<file path="config.mk">
export PLATFORM = sky130hd
export DESIGN_NAME = hazard_stall_controller_flat
export DESIGN_NICKNAME = d
export VERILOG_FILES = /design/src/rtl/hazard_stall_controller_pkg.sv /design/src/rtl/hazard_stall_controller_if.sv /design/src/rtl/hazard_stall_controller_hazard_detect.sv /design/src/rtl/hazard_stall_controller.sv /design/src/flat_wrapper.sv
export SDC_FILE = /design/constraint.sdc
export NUM_CORES = 1
export LEC_CHECK = 0
export ABC_CLOCK_PERIOD_IN_PS = 3700
export CAP_MARGIN = 20
export CELL_PAD_IN_SITES_DETAIL_PLACEMENT = 1
export CELL_PAD_IN_SITES_GLOBAL_PLACEMENT = 1
export CORE_ASPECT_RATIO = 0.6
export CORE_MARGIN = 1
export CORE_UTILIZATION = 38
export CTS_CLUSTER_SIZE = 30
export DETAILED_ROUTE_END_ITERATION = 10
export PLACE_DENSITY_LB_ADDON = 0.1
export SLEW_MARGIN = 20
export SYNTH_ARGS = -nofsm -noshare
export SYNTH_HDL_FRONTEND = slang
export SYNTH_SLANG_ARGS = --single-unit
</file>
<file path="constraint.sdc">
create_clock -name clk -period 3.7 [get_ports clk]
set_input_delay 0.37 -clock clk [delete_from_list [all_inputs] [get_ports clk]]
set_output_delay 0.37 -clock clk [all_outputs]
set_load 0.03 [all_outputs]
</file>
<file path="src/rtl/hazard_stall_controller_pkg.sv">
// Shared constants for the pipeline hazard/stall sequencer.
package hazard_stall_controller_pkg;

    // Architectural register index width (r0..r15).
    localparam int REG_W = 4;

    // Sequencer state encoding, visible on the state output.
    typedef enum logic [1:0] {
        ST_RUN      = 2'd0,
        ST_LD_STALL = 2'd1,
        ST_MEM_WAIT = 2'd2
    } state_t;

endpackage

</file>
<file path="src/rtl/hazard_stall_controller_if.sv">
// Pipeline-side signal bundle of the hazard/stall sequencer.
interface hazard_stall_controller_if
    import hazard_stall_controller_pkg::*;
#(
    parameter int CNT_W = 16
);
    logic             fwd_en_cfg;
    logic             id_valid;
    logic [REG_W-1:0] id_src1;
    logic [REG_W-1:0] id_src2;
    logic             id_two_src;
    logic             exe_wb_en;
    logic [REG_W-1:0] exe_dest;
    logic             exe_mem_r_en;
    logic             mem_wb_en;
    logic [REG_W-1:0] mem_dest;
    logic             mem_req;
    logic             mem_ready;
    logic             branch_taken;
    logic             stat_clr;

    logic             freeze_if;
    logic             freeze_id;
    logic             bubble_exe;
    logic             freeze_back;
    logic             flush;
    logic             fwd_active;
    logic [1:0]       state;
    logic [CNT_W-1:0] stall_count;
    logic             mem_timeout;

    // Pipeline / environment side.
    modport master (
        output fwd_en_cfg, id_valid, id_src1, id_src2, id_two_src,
               exe_wb_en, exe_dest, exe_mem_r_en, mem_wb_en, mem_dest,
               mem_req, mem_ready, branch_taken, stat_clr,
        input  freeze_if, freeze_id, bubble_exe, freeze_back, flush,
               fwd_active, state, stall_count, mem_timeout
    );

    // Sequencer side.
    modport slave (
        input  fwd_en_cfg, id_valid, id_src1, id_src2, id_two_src,
               exe_wb_en, exe_dest, exe_mem_r_en, mem_wb_en, mem_dest,
               mem_req, mem_ready, branch_taken, stat_clr,
        output freeze_if, freeze_id, bubble_exe, freeze_back, flush,
               fwd_active, state, stall_count, mem_timeout
    );

endinterface

</file>
<file path="src/rtl/hazard_stall_controller_hazard_detect.sv">
// Combinational RAW hazard compare for the instruction in ID.
module hazard_detect
    import hazard_stall_controller_pkg::*;
(
    input  logic             id_valid,
    input  logic [REG_W-1:0] id_src1,
    input  logic [REG_W-1:0] id_src2,
    input  logic             id_two_src,
    input  logic             exe_wb_en,
    input  logic [REG_W-1:0] exe_dest,
    input  logic             exe_mem_r_en,
    input  logic             mem_wb_en,
    input  logic [REG_W-1:0] mem_dest,
    output logic             hz_fwd,
    output logic             hz_nofwd
);
    logic s1_exe, s1_mem, s2_exe, s2_mem;

    // r15 is compared like any other register, no special case.
    assign s1_exe = exe_wb_en & (id_src1 == exe_dest);
    assign s1_mem = mem_wb_en & (id_src1 == mem_dest);
    assign s2_exe = id_two_src & exe_wb_en & (id_src2 == exe_dest);
    assign s2_mem = id_two_src & mem_wb_en & (id_src2 == mem_dest);

    // Without forwarding any in-flight producer blocks the reader.
    assign hz_nofwd = id_valid & (s1_exe | s1_mem | s2_exe | s2_mem);
    // With forwarding only a load still in EXE cannot be bypassed.
    assign hz_fwd   = id_valid & exe_mem_r_en & (s1_exe | s2_exe);

endmodule

</file>
<file path="src/rtl/hazard_stall_controller.sv">
// Pipeline sequencer: freeze/bubble/flush control, forwarding-mode latch,
// memory-wait timeout and saturating stall statistics.
module hazard_stall_controller
    import hazard_stall_controller_pkg::*;
#(
    parameter int CNT_W       = 16,
    parameter int MEM_TIMEOUT = 255
)(
    input  logic                     clk,
    input  logic                     rst,
    hazard_stall_controller_if.slave bus
);
    localparam int WAIT_W = $clog2(MEM_TIMEOUT + 1);

    state_t             state_q, state_d;
    logic               fwd_q;
    logic [WAIT_W-1:0]  wait_q;
    logic               tmo_q;
    logic [CNT_W-1:0]   cnt_q;

    logic hz_fwd, hz_nofwd, hz, mem_stall, idle;
    logic freeze_if, freeze_id, bubble_exe, freeze_back, flush;

    hazard_detect u_hazard_detect (
        .id_valid     (bus.id_valid),
        .id_src1      (bus.id_src1),
        .id_src2      (bus.id_src2),
        .id_two_src   (bus.id_two_src),
        .exe_wb_en    (bus.exe_wb_en),
        .exe_dest     (bus.exe_dest),
        .exe_mem_r_en (bus.exe_mem_r_en),
        .mem_wb_en    (bus.mem_wb_en),
        .mem_dest     (bus.mem_dest),
        .hz_fwd       (hz_fwd),
        .hz_nofwd     (hz_nofwd)
    );

    // mem_ready releases the pipeline in the same cycle it arrives.
    assign mem_stall = bus.mem_req & ~bus.mem_ready;
    assign hz        = fwd_q ? hz_fwd : hz_nofwd;

    // Priority decode: memory wait, then taken branch, then RAW hazard.
    always_comb begin
        state_d     = ST_RUN;
        freeze_if   = 1'b0;
        freeze_id   = 1'b0;
        bubble_exe  = 1'b0;
        freeze_back = 1'b0;
        flush       = 1'b0;
        idle        = 1'b0;
        if (mem_stall) begin
            state_d     = ST_MEM_WAIT;
            freeze_if   = 1'b1;
            freeze_id   = 1'b1;
            freeze_back = 1'b1;
        end else if (bus.branch_taken) begin
            flush = 1'b1;
        end else if (hz) begin
            state_d    = ST_LD_STALL;
            freeze_if  = 1'b1;
            freeze_id  = 1'b1;
            bubble_exe = 1'b1;
        end else begin
            idle = 1'b1;
        end
        // Reset forces every control output low immediately.
        if (rst) begin
            freeze_if   = 1'b0;
            freeze_id   = 1'b0;
            bubble_exe  = 1'b0;
            freeze_back = 1'b0;
            flush       = 1'b0;
            idle        = 1'b0;
        end
    end

    // State register.
    always_ff @(posedge clk or posedge rst) begin
        if (rst) state_q <= ST_RUN;
        else     state_q <= state_d;
    end

    // Forwarding mode only changes on a clean RUN cycle so a stall in
    // progress keeps the hazard rule it started under.
    always_ff @(posedge clk or posedge rst) begin
        if (rst)       fwd_q <= 1'b0;
        else if (idle) fwd_q <= bus.fwd_en_cfg;
    end

    // Consecutive memory-wait counter and sticky timeout flag.
    always_ff @(posedge clk or posedge rst) begin
        if (rst) begin
            wait_q <= '0;
            tmo_q  <= 1'b0;
        end else begin
            if (!mem_stall)
                wait_q <= '0;
            else if (wait_q != WAIT_W'(MEM_TIMEOUT))
                wait_q <= wait_q + WAIT_W'(1);
            if (bus.stat_clr)
                tmo_q <= 1'b0;
            else if (mem_stall && wait_q >= WAIT_W'(MEM_TIMEOUT - 1))
                tmo_q <= 1'b1;
        end
    end

    // Saturating count of cycles with the front end frozen.
    always_ff @(posedge clk or posedge rst) begin
        if (rst)
            cnt_q <= '0;
        else if (bus.stat_clr)
            cnt_q <= '0;
        else if (freeze_if && cnt_q != {CNT_W{1'b1}})
            cnt_q <= cnt_q + CNT_W'(1);
    end

    assign bus.freeze_if   = freeze_if;
    assign bus.freeze_id   = freeze_id;
    assign bus.bubble_exe  = bubble_exe;
    assign bus.freeze_back = freeze_back;
    assign bus.flush       = flush;
    assign bus.fwd_active  = fwd_q;
    assign bus.state       = state_q;
    assign bus.stall_count = cnt_q;
    assign bus.mem_timeout = tmo_q;

endmodule

</file>
<file path="src/flat_wrapper.sv">
// flat-port wrapper written by rule: the top's interface ports become plain ports
module hazard_stall_controller_flat import hazard_stall_controller_pkg::*;
#(
    parameter int CNT_W       = 16,
    parameter int MEM_TIMEOUT = 255
)
  (clk, rst, bus_fwd_en_cfg, bus_id_valid, bus_id_src1, bus_id_src2, bus_id_two_src, bus_exe_wb_en, bus_exe_dest, bus_exe_mem_r_en, bus_mem_wb_en, bus_mem_dest, bus_mem_req, bus_mem_ready, bus_branch_taken, bus_stat_clr, bus_freeze_if, bus_freeze_id, bus_bubble_exe, bus_freeze_back, bus_flush, bus_fwd_active, bus_state, bus_stall_count, bus_mem_timeout);
  hazard_stall_controller_if #(.CNT_W(CNT_W)) bus_i ();
  input  logic clk;
  input  logic rst;
  input wire logic [$bits(bus_i.fwd_en_cfg)-1:0] bus_fwd_en_cfg;
  input wire logic [$bits(bus_i.id_valid)-1:0] bus_id_valid;
  input wire logic [$bits(bus_i.id_src1)-1:0] bus_id_src1;
  input wire logic [$bits(bus_i.id_src2)-1:0] bus_id_src2;
  input wire logic [$bits(bus_i.id_two_src)-1:0] bus_id_two_src;
  input wire logic [$bits(bus_i.exe_wb_en)-1:0] bus_exe_wb_en;
  input wire logic [$bits(bus_i.exe_dest)-1:0] bus_exe_dest;
  input wire logic [$bits(bus_i.exe_mem_r_en)-1:0] bus_exe_mem_r_en;
  input wire logic [$bits(bus_i.mem_wb_en)-1:0] bus_mem_wb_en;
  input wire logic [$bits(bus_i.mem_dest)-1:0] bus_mem_dest;
  input wire logic [$bits(bus_i.mem_req)-1:0] bus_mem_req;
  input wire logic [$bits(bus_i.mem_ready)-1:0] bus_mem_ready;
  input wire logic [$bits(bus_i.branch_taken)-1:0] bus_branch_taken;
  input wire logic [$bits(bus_i.stat_clr)-1:0] bus_stat_clr;
  output wire logic [$bits(bus_i.freeze_if)-1:0] bus_freeze_if;
  output wire logic [$bits(bus_i.freeze_id)-1:0] bus_freeze_id;
  output wire logic [$bits(bus_i.bubble_exe)-1:0] bus_bubble_exe;
  output wire logic [$bits(bus_i.freeze_back)-1:0] bus_freeze_back;
  output wire logic [$bits(bus_i.flush)-1:0] bus_flush;
  output wire logic [$bits(bus_i.fwd_active)-1:0] bus_fwd_active;
  output wire logic [$bits(bus_i.state)-1:0] bus_state;
  output wire logic [$bits(bus_i.stall_count)-1:0] bus_stall_count;
  output wire logic [$bits(bus_i.mem_timeout)-1:0] bus_mem_timeout;
  assign bus_i.fwd_en_cfg = bus_fwd_en_cfg;
  assign bus_i.id_valid = bus_id_valid;
  assign bus_i.id_src1 = bus_id_src1;
  assign bus_i.id_src2 = bus_id_src2;
  assign bus_i.id_two_src = bus_id_two_src;
  assign bus_i.exe_wb_en = bus_exe_wb_en;
  assign bus_i.exe_dest = bus_exe_dest;
  assign bus_i.exe_mem_r_en = bus_exe_mem_r_en;
  assign bus_i.mem_wb_en = bus_mem_wb_en;
  assign bus_i.mem_dest = bus_mem_dest;
  assign bus_i.mem_req = bus_mem_req;
  assign bus_i.mem_ready = bus_mem_ready;
  assign bus_i.branch_taken = bus_branch_taken;
  assign bus_i.stat_clr = bus_stat_clr;
  assign bus_freeze_if = bus_i.freeze_if;
  assign bus_freeze_id = bus_i.freeze_id;
  assign bus_bubble_exe = bus_i.bubble_exe;
  assign bus_freeze_back = bus_i.freeze_back;
  assign bus_flush = bus_i.flush;
  assign bus_fwd_active = bus_i.fwd_active;
  assign bus_state = bus_i.state;
  assign bus_stall_count = bus_i.stall_count;
  assign bus_mem_timeout = bus_i.mem_timeout;
  hazard_stall_controller #(.CNT_W(CNT_W), .MEM_TIMEOUT(MEM_TIMEOUT)) u_core (.clk(clk), .rst(rst), .bus(bus_i));
endmodule
</file>
==> metrics.txt <==
Synthesized Nets=221; Clock Latency Late Sink=0.28 ns; Final Max Tran Viols=0; NumNets Final=272; Comb pwr share=17.4%; pwr dens=279.6 nW/um2; P_int=0.0005138 W; final core utilization=53.31%; DR DRC count=0; Final Wtd Congestion=0.8110; CTS HTree Levels=1; status=complete, no violations; clk buf depth=2; clock share of power=36.3%; Syn Area/Cell=9.549 um2; slew margin rel.=36.63%; CTS root buffer=clkbuf_8; Lkg Pwr=0.9894 nW; critical path required time=3.33 ns; chip height=55.52 um; Post-synth EDFFs=0; Port-buffer cells=52; Min Clock Period, post-route=3.332 ns; HP Class=flop to flop; crit-path max cell delay=0.71 ns; antenna viol nets, final=0; Finish-stage setup viols=0; critical hold path startpoint=u_core.bus.mem_timeout$_DFFE_PP0P_; ys async rst share=100.0%; largest net degree at the start of global routing=29; post-synthesis sequential area ratio=38.62%; Cell Area, Synth=1814 um2; CP arrival=2.96 ns; I/O pins=53; Setup CP Type=primary input to primary output; slowest stage cell, crit path=clkdlybuf4s50_1; fillers=539; initial antenna violation count=0; CP most frequent cell=clkdlybuf4s50_1; total number of vias=1613; hpwl dp=3857 um; CP Max Fanout=3; switching fraction of total power=24.87%; DRT Pass-1 Iters=4; num rows=19; most common cell after layout, fill and taps aside=clkdlybuf4s50_1; CP Capture Type=primary output; WL/cell=16.72 um; CTS resizes=0; clock-pin slew on the worst setup and hold paths=0.10 ns; cells along the critical path=clkdlybuf4s50_1, xor2_1, nor4_1, o2bb2ai_2, o21ai_0, or2_2, a21oi_1, clkdlybuf4s50_1; total track usage=20.91%; Reg-to-Reg Start=u_core.bus.fwd_active$_DFFE_PP0P_; startpoint types=primary input; Tcrit/Tclk final=90.05%; number of max-cap violations=0; Yosys reg bits=28; setup TNS=0 ns; slew at the pin closest to its max-slew limit=0.9476 ns; Critical Path Start=bus_id_src1[2]; CTS Hold Bufs=0; most frequent cells in the layout=clkdlybuf4s50_1 (52), dfrtp_1 (28), nor2_1 (27); cts bufs inserted=3; Max VDD drop=0.1900 mV; Net Sw Power=0.0001701 W; Area Growth Syn to Fin=34.83%; RSZ-0062 raised after global routing=false; core footprint=4588 um2; die width=91.21 um; setup bufs post-CTS=0; final hold vios=0; vias in the first global route=1675; share of cells above drive strength 1=10.42%; prevailing post-synth register cell=dfrtp_1; DRT iter0 DRCs=73; skew final=0.003917 ns; post-synth cell types=48; # diodes=0; clock sink count=28; number of vias per cell=5.323; Sequential Power Share=46.3%; initial core utilization=39.54%; Synthesis Warnings=0; first-pass GRT wire length=8321 um; CTS tree=built; global route overflow=0; Die Area=5064 um2; Fmax=300.1 MHz; Syn Inst Count=190; total wire length=5067 um
## layer usage
| metal | global-route usage (%) | wire length [um] | vias up |
|---|---|---|---|
| li1 | - | - | 775 |
| met1 | 29.07 | 2505 | 808 |
| met2 | 35.06 | 2423 | 28 |
| met3 | 3.857 | 119 | 2 |
| met4 | 2.721 | 19 | 0 |
| met5 | 0 | 0 | - |
## flip-flops by register name (all words and copies together) (netlist names)
name	cells
u_core.bus.fwd_active	1
u_core.bus.mem_timeout	1
u_core.bus.stall_count	16
u_core.bus.state	2
u_core.wait_q	8
## cells by family (layout without fill, tap and decap cells)
family                   count (synthesis)  in the layout  share of synthesized area (%)
XOR/XNOR                                26             26                          12.55
adder cells (fa/ha/maj)                  3              3                          2.069
flip-flops                              28             28                          38.62
buffers and inverters                   16             66                          4.413
AO/OA/AOI/OAI                           34             34                          15.79
AND/OR/NAND/NOR                         80             80                          24.48
multiplexers                             3              3                          2.069
## path summary, 6_finish.rpt
kind | end | slack, ns | cells after the start
max in group asynchronous | u_core.bus.stall_count[3]$_DFFE_PP0P_ | 2.79 | 3
worst max register to register | u_core.bus.stall_count[6]$_DFFE_PP0P_ | 1.42 | 7
min in group asynchronous | u_core.bus.state[0]$_DFF_PP0_ | 0.64 | 3
worst min register to register | u_core.bus.mem_timeout$_DFFE_PP0P_ | 0.54 | 2
worst min-delay path | u_core.bus.mem_timeout$_DFFE_PP0P_ | 0.54 | 2
worst max-delay path | bus_freeze_id | 0.37 | 8
## cells in the mapped netlist (4+ instances only)
cell type,instances,share of area (%)
xnor2_1,19,9.2
nand2_1,9,1.9
a31o_2,4,1.9
xor2_1,7,3.4
inv_1,9,1.9
nor2_1,27,5.6
a211oi_1,6,2.5
a21oi_1,7,1.9
o21ai_0,4,1.1
nor3_1,4,1.1
dfrtp_1,28,39
nand3_1,10,2.8
and3_1,5,1.7
## stage by stage
stage | instances | setup slack, ns | area [um2] | power, W | hold slack (ns)
after floorplan | 190 | 1.063 | 1814 | 0.0003832 | 0.4408
after global placement | 299 | 0.4592 | 2375 | 0.0004363 | 0.4908
after detailed placement | 299 | 0.3750 | 2375 | 0.0004422 | 0.5149
after CTS | 303 | 0.3641 | 2446 | 0.0006924 | 0.5445
after global routing | 303 | 0.2478 | 2446 | 0.0007119 | 0.5864
final | 303 | 0.3681 | 2446 | 0.0006839 | 0.5391
## power by group through the flow
stage / clock (W) / combinational [W] / sequential [W]
after floorplan: 0 / 0.0000545 / 0.000329
after global placement: 0 / 0.000115 / 0.000322
after detailed placement: 0 / 0.000120 / 0.000322
after CTS: 0.000256 / 0.000120 / 0.000316
after global routing: 0.000266 / 0.000129 / 0.000317
final: 0.000248 / 0.000119 / 0.000316
## final cells by class
| class | count | area [um2] | share of cell area (%) |
|---|---|---|---|
| multi-input cells | 146 | 1033 | 42.25 |
| flip-flops and latches | 28 | 700.7 | 28.64 |
| repair buffers | 53 | 528.0 | 21.59 |
| well taps | 63 | 78.83 | 3.223 |
| clock buffers | 3 | 41.29 | 1.688 |
| inverters | 9 | 33.78 | 1.381 |
| clock inverters | 1 | 30.03 | 1.228 |
## worst max-delay path: cells and delay by family
family | cells | cell delay (ns)
buffers and inverters | 2 | 1.16
AO/OA/AOI/OAI | 3 | 0.56
AND/OR/NAND/NOR | 2 | 0.69
XOR/XNOR | 1 | 0.18
Power figures use the tool's default switching activity.
